## src/rtl/div8_pkg.sv

```systemverilog
`default_nettype none
// =============================================================
// div8_pkg - shared constants for the restoring divider
// Rev 1.0
// =============================================================
package div8_pkg;

  localparam int c_DEF_WIDTH = 8;

  localparam logic [1:0] c_ST_IDLE = 2'd0;
  localparam logic [1:0] c_ST_RUN  = 2'd1;
  localparam logic [1:0] c_ST_DONE = 2'd2;

  localparam int                     c_CNT_W    = $clog2(c_DEF_WIDTH + 1);
  localparam logic [c_DEF_WIDTH-1:0] c_DBZ_QUOT = {c_DEF_WIDTH{1'b1}};

  function automatic int f_cnt_w(input int w);
    return $clog2(w + 1);
  endfunction

endpackage
`default_nettype wire

```

## src/rtl/div8_restoring_if.sv

```systemverilog
`default_nettype none
// =============================================================
// div8_restoring_if - start/busy/done handshake and operand bus
// Rev 1.0
// =============================================================
interface div8_restoring_if #(
  parameter int WIDTH = div8_pkg::c_DEF_WIDTH
);
  logic             start;
  logic [WIDTH-1:0] dividend;
  logic [WIDTH-1:0] divisor;
  logic             busy;
  logic             done;
  logic [WIDTH-1:0] quotient;
  logic [WIDTH-1:0] remainder;
  logic             dbz;

  modport master (
    output start, dividend, divisor,
    input  busy, done, quotient, remainder, dbz
  );

  modport slave (
    input  start, dividend, divisor,
    output busy, done, quotient, remainder, dbz
  );
endinterface
`default_nettype wire

```

## src/rtl/div8_restoring_sub_borrow.sv

```systemverilog
`default_nettype none
// =============================================================
// sub_borrow - ripple-borrow subtractor built from full-subtractor cells
// Rev 1.0
// =============================================================
module sub_borrow #(
  parameter int WIDTH = 9
) (
  input  wire logic [WIDTH-1:0] i_a,
  input  wire logic [WIDTH-1:0] i_b,
  output logic      [WIDTH-1:0] o_diff,
  output logic                  o_borrow
);

  logic [WIDTH:0] w_bin;

  assign w_bin[0] = 1'b0;

  for (genvar i = 0; i < WIDTH; i++) begin : g_bit
    assign o_diff[i]  = i_a[i] ^ i_b[i] ^ w_bin[i];
    assign w_bin[i+1] = (~i_a[i] & i_b[i]) | (~(i_a[i] ^ i_b[i]) & w_bin[i]);
  end

  assign o_borrow = w_bin[WIDTH];

endmodule
`default_nettype wire

```

## src/rtl/div8_restoring.sv

```systemverilog
`default_nettype none
// =============================================================
// div8_restoring - sequential unsigned restoring divider, 1 quotient bit/clk
// Rev 1.0
// =============================================================
module div8_restoring
  import div8_pkg::*;
#(
  parameter int WIDTH = c_DEF_WIDTH
) (
  input wire logic         clk,
  input wire logic         rst,
  div8_restoring_if.slave  bus
);

  localparam int                 c_CW   = f_cnt_w(WIDTH);
  localparam logic [c_CW-1:0]    c_LAST = c_CW'(WIDTH - 1);

  logic [1:0]       r_state;
  logic [WIDTH:0]   r_rem;
  logic [WIDTH-1:0] r_q;
  logic [WIDTH-1:0] r_div;
  logic [c_CW-1:0]  r_cnt;
  logic [WIDTH-1:0] r_quot;
  logic [WIDTH-1:0] r_remo;
  logic             r_dbz;

  logic [WIDTH:0]   w_shift;
  logic [WIDTH:0]   w_trial;
  logic             w_borrow;
  logic [WIDTH:0]   w_rem_nxt;
  logic [WIDTH-1:0] w_q_nxt;

  // The remainder never exceeds the divisor, so its MSB shifts out harmlessly.
  assign w_shift = (r_rem << 1) | (WIDTH+1)'(r_q[WIDTH-1]);

  sub_borrow #(.WIDTH(WIDTH + 1)) u_sub (
    .i_a      (w_shift),
    .i_b      ({1'b0, r_div}),
    .o_diff   (w_trial),
    .o_borrow (w_borrow)
  );

  assign w_rem_nxt = w_borrow ? w_shift : w_trial;
  assign w_q_nxt   = {r_q[WIDTH-2:0], ~w_borrow};

  always_ff @(posedge clk or posedge rst) begin
    if (rst) begin
      r_state <= c_ST_IDLE;
      r_rem   <= '0;
      r_q     <= '0;
      r_div   <= '0;
      r_cnt   <= '0;
      r_quot  <= '0;
      r_remo  <= '0;
      r_dbz   <= 1'b0;
    end else begin
      case (r_state)
        c_ST_IDLE: begin
          if (bus.start) begin
            r_q   <= bus.dividend;
            r_div <= bus.divisor;
            r_rem <= '0;
            r_cnt <= '0;
            if (bus.divisor == '0) begin
              r_state <= c_ST_DONE;
              r_dbz   <= 1'b1;
              r_quot  <= '1;
              r_remo  <= bus.dividend;
            end else begin
              r_state <= c_ST_RUN;
            end
          end
        end
        c_ST_RUN: begin
          r_rem <= w_rem_nxt;
          r_q   <= w_q_nxt;
          r_cnt <= r_cnt + 1'b1;
          // Results are loaded on the same edge that enters DONE.
          if (r_cnt == c_LAST) begin
            r_state <= c_ST_DONE;
            r_quot  <= w_q_nxt;
            r_remo  <= w_rem_nxt[WIDTH-1:0];
            r_dbz   <= 1'b0;
          end
        end
        c_ST_DONE: r_state <= c_ST_IDLE;
        default:   r_state <= c_ST_IDLE;
      endcase
    end
  end

  assign bus.busy      = (r_state != c_ST_IDLE);
  assign bus.done      = (r_state == c_ST_DONE);
  assign bus.quotient  = r_quot;
  assign bus.remainder = r_remo;
  assign bus.dbz       = r_dbz;

endmodule
`default_nettype wire

```

## src/flat_wrapper.sv

```systemverilog
// flat-port wrapper written by rule: the top's interface ports become plain ports
module div8_restoring_flat import div8_pkg::*;
#(
  parameter int WIDTH = c_DEF_WIDTH
)
  (clk, rst, bus_start, bus_dividend, bus_divisor, bus_busy, bus_done, bus_quotient, bus_remainder, bus_dbz);
  div8_restoring_if #(.WIDTH(WIDTH)) bus_i ();
  input wire logic clk;
  input wire logic rst;
  input wire logic [$bits(bus_i.start)-1:0] bus_start;
  input wire logic [$bits(bus_i.dividend)-1:0] bus_dividend;
  input wire logic [$bits(bus_i.divisor)-1:0] bus_divisor;
  output wire logic [$bits(bus_i.busy)-1:0] bus_busy;
  output wire logic [$bits(bus_i.done)-1:0] bus_done;
  output wire logic [$bits(bus_i.quotient)-1:0] bus_quotient;
  output wire logic [$bits(bus_i.remainder)-1:0] bus_remainder;
  output wire logic [$bits(bus_i.dbz)-1:0] bus_dbz;
  assign bus_i.start = bus_start;
  assign bus_i.dividend = bus_dividend;
  assign bus_i.divisor = bus_divisor;
  assign bus_busy = bus_i.busy;
  assign bus_done = bus_i.done;
  assign bus_quotient = bus_i.quotient;
  assign bus_remainder = bus_i.remainder;
  assign bus_dbz = bus_i.dbz;
  div8_restoring #(.WIDTH(WIDTH)) u_core (.clk(clk), .rst(rst), .bus(bus_i));
endmodule
```

## config.mk

```make
export PLATFORM = sky130hd
export DESIGN_NAME = div8_restoring_flat
export DESIGN_NICKNAME = d
export VERILOG_FILES = /design/src/rtl/div8_pkg.sv /design/src/rtl/div8_restoring_if.sv /design/src/rtl/div8_restoring_sub_borrow.sv /design/src/rtl/div8_restoring.sv /design/src/flat_wrapper.sv
export SDC_FILE = /design/constraint.sdc
export NUM_CORES = 1
export LEC_CHECK = 0
export CAP_MARGIN = 20
export CORE_ASPECT_RATIO = 1.5
export CORE_MARGIN = 3
export CORE_UTILIZATION = 45
export CTS_BUF_LIST = sky130_fd_sc_hd__clkbuf_2
export DETAILED_ROUTE_END_ITERATION = 12
export GPL_TIMING_DRIVEN = 1
export PLACE_DENSITY_LB_ADDON = 0.08
export SETUP_SLACK_MARGIN = 0.3
export SYNTH_ARGS = -nofsm -noshare
export SYNTH_HDL_FRONTEND = slang
export SYNTH_SLANG_ARGS = --single-unit
```

## constraint.sdc

```tcl
create_clock -name clk -period 5.65 [get_ports clk]
set_clock_uncertainty 0.05 [all_clocks]
set_input_delay 1.13 -clock clk [delete_from_list [all_inputs] [get_ports clk]]
set_output_delay 1.13 -clock clk [all_outputs]
set_load 0.03 [all_outputs]
```

==> impl_metrics.toml <==
[outcome]
outcome = "complete, no violations"

[placement]
hpwlAfterDp_um = 3480
place_congestion = 0.747
portBuffers = 37
placed_area_mm2 = 0.00267

[cells_and_area]
nets = 251
drive_above_1_share_pct = 14.7
multi_input_area_um2 = 958
final_cell_mix = "47 x dfrtp_1, 37 x clkdlybuf4s50_1, 18 x inv_1"
num_antenna_cells = 0
seq_area_mm2 = 0.00118
fin_area_mm2 = 0.00270
layout_commonest_cell = "dfrtp_1"
nFillCells = 452
syn2layout_area_growth_pct = 19.7

[sta]
fmax_mhz = 224
finalCriticalPeriod_ns = 4.47
setup-tns-final_ns = 0
slew_violations = 0
grt_setup_unrepaired = "false"
slew_headroom_pct = 34.2
setup_viol = 0
tightest_slew_ns = 0.985
finalHoldViolations = 0
post-route-period-util_pct = 79.1

[floorplan]
dieWidth_um = 63.9
die_area_mm2 = 0.00593
start_util_pct = 46.6
rows = 31
io_pins = 38
core-area_mm2 = 0.00485
die_h_um = 92.8

[grt]
grt_overflow = 0
antenna_found_initial = 0
grt_pass1_wl_um = 8000
grt_max_degree = 48
grt_use_total_pct = 17.7
grt_pass1_vias = 1604

[clock_network]
clk-insertion-delay-late_ns = 0.42
cts_resized = 0
cts_sinks = 47
cts_made_buffers = 5
clk_pin_slew_ns = 0.23
h-tree-depth = 2
cts_tree = "built"
cts_hold_buf = 0
cts_setup_buffers = 0
cts_buffer_depth = 2
cts_root_buf = "clkbuf_2"

[detailed_routing]
drc = 0
dr.first_iter.drc_count = 87
antenna_left = 0
wl_per_cell_um = 16.3
drt-total-wl_um = 4730
vias = 1545
first_pass_iters = 4
viasPerCell = 5.33

[synth]
yosys_warnings = 0
syn_area_mm2 = 0.00226
synth_cells = 187
synth_cell_type_count = 30
ys_ff_latch = 47
syn_nets = 215
syn_avg_cell_area_um2 = 12.1
seq_area_frac_synth_pct = 52.0

[run]
maxCapViolations = 0

[critical_path]
cp_max_fo = 9
cp.required_ns = 5.94
worstSetupEndpointType = "flop"
crit_type = "reg2reg"
cp_data_arrival_time_ns = 4.76
ff2ff_setup_slack_ns = 1.18
reg2reg_to = "u_core.bus.remainder[3]"
r2r_cells = 13
critPathLaunchType = "flop"
r2r-start = "u_core.r_q[7]"

[worst_hold_path]
min_to = "u_core.r_state[0]"
hold_class = "reg2reg"
worst_hold_path.num_cells = 1
hp-start = "u_core.r_state[1]"

[power]
p_per_area_mw_per_mm2 = 643
power.leakage_nw = 1.14
ir_worst_vdd_mv = 0.276
power_mw = 1.74
[layer usage]
layer,track usage (%),vias up,part of all wire (%)
li1,-,723,-
met2,31.1,33,54
met4,7.57,0,3.1
met1,20.1,778,39
met3,4.49,11,3.8
met5,0,-,0
[layout make-up]
type	count	share of cell area, %
inverter	19	2.64
tap	66	3.05
multi-input combinational	112	35.4
timing repair buffer	38	14.0
sequential	47	43.5
clock inverter	2	0.278
clock buffer	6	1.11
[worst max-delay path, cell delays in order (launching register included)]
cell,delay (ns)
dfrtp_1,0.40
inv_1,0.06
ha_1,0.20
fa_1,0.40
fa_1,0.40
fa_1,0.39
fa_1,0.39
fa_1,0.39
fa_1,0.39
fa_1,0.49
nor3b_1,0.19
a211oi_1,0.38
a21oi_1,0.08
mux2i_1,0.18
[where the power goes]
part | switching (mW) | internal (mW)
clock | 0.102 | 0.0297
combinational | 0.520 | 0.466
sequential | 0.119 | 0.504
total | 0.741 | 0.999
[how the worst max path moves through the flow]
stage,startpoint,end,cells past startpoint
5_1_grt,u_core.r_q[7],u_core.bus.remainder[3],13
2_1_floorplan,u_core.r_div[0],u_core.r_rem[1],12
3_3_place_gp,u_core.r_div[0],u_core.bus.remainder[3],12
3_5_place_dp,u_core.r_div[0],u_core.bus.remainder[3],12
6_report,u_core.r_q[7],u_core.bus.remainder[3],13
4_1_cts,u_core.r_div[0],u_core.bus.remainder[3],12
[stage by stage]
| stage | instances | setup WS, ns | utilization (%) | hold WS (ns) |
|---|---|---|---|---|
| 2_1_floorplan | 187 | 1.54 | - | 0.397 |
| 3_3_place_gp | 282 | 1.32 | 55.0 | 0.418 |
| 3_5_place_dp | 282 | 1.22 | 55.0 | 0.437 |
| 4_1_cts | 290 | 1.15 | 55.8 | 0.463 |
| 5_1_grt | 290 | 0.885 | 55.8 | 0.483 |
| 6_report | 290 | 1.18 | 55.8 | 0.463 |
[registers in the layout, indices dropped and copies added (netlist names)]
| register | count |
|---|---|
| u_core.bus.quotient | 8 |
| u_core.bus.remainder | 8 |
| u_core.r_div | 8 |
| u_core.r_q | 8 |
| u_core.r_rem | 8 |
| u_core.r_cnt | 4 |
| u_core.r_state | 2 |
| u_core.bus.dbz | 1 |
[Yosys cell counts]
| cell type | n | area share, % |
|---|---|---|
| nor3b_1 | 8 | 2.7 |
| a31o_2 | 4 | 1.6 |
| buf_2 | 1 | 0.22 |
| clkbuf_1 | 6 | 1.0 |
| fa_1 | 7 | 6.2 |
| o21a_1 | 1 | 0.33 |
| mux2i_1 | 10 | 4.4 |
| mux2_1 | 1 | 0.50 |
| nand4_1 | 1 | 0.28 |
| a21oi_1 | 13 | 2.9 |
| xor2_1 | 1 | 0.39 |
| nand3_1 | 2 | 0.44 |
| o221a_2 | 6 | 3.0 |
| nor2b_1 | 2 | 0.55 |
| or3_4 | 1 | 0.50 |
| buf_8 | 1 | 0.66 |
| mux2_2 | 14 | 7.0 |
| o21ai_0 | 4 | 0.89 |
| nand2_1 | 8 | 1.3 |
| nor2_1 | 2 | 0.33 |
| buf_6 | 1 | 0.50 |
| nand2b_1 | 9 | 2.5 |
| nand3b_1 | 1 | 0.33 |
| a211oi_1 | 8 | 2.7 |
| inv_1 | 19 | 3.2 |
| dfrtp_1 | 47 | 52 |
| nor4_1 | 2 | 0.55 |
| ha_1 | 2 | 1.1 |
| a21o_1 | 4 | 1.3 |
| o21ai_4 | 1 | 0.72 |
[logic make-up (layout without fill, tap and decap cells)]
| group | count (synthesis) | in the layout | synth area share (%) |
|---|---|---|---|
| XOR/XNOR | 1 | 1 | 0.388 |
| multiplexers | 25 | 25 | 11.9 |
| AND/OR/NAND/NOR | 36 | 36 | 9.47 |
| flip-flops | 47 | 47 | 52.0 |
| adder cells (fa/ha/maj) | 9 | 9 | 7.31 |
| AO/OA/AOI/OAI | 41 | 41 | 13.3 |
| buffers and inverters | 28 | 65 | 5.54 |
No activity file was read; power rests on OpenSTA's default activity.
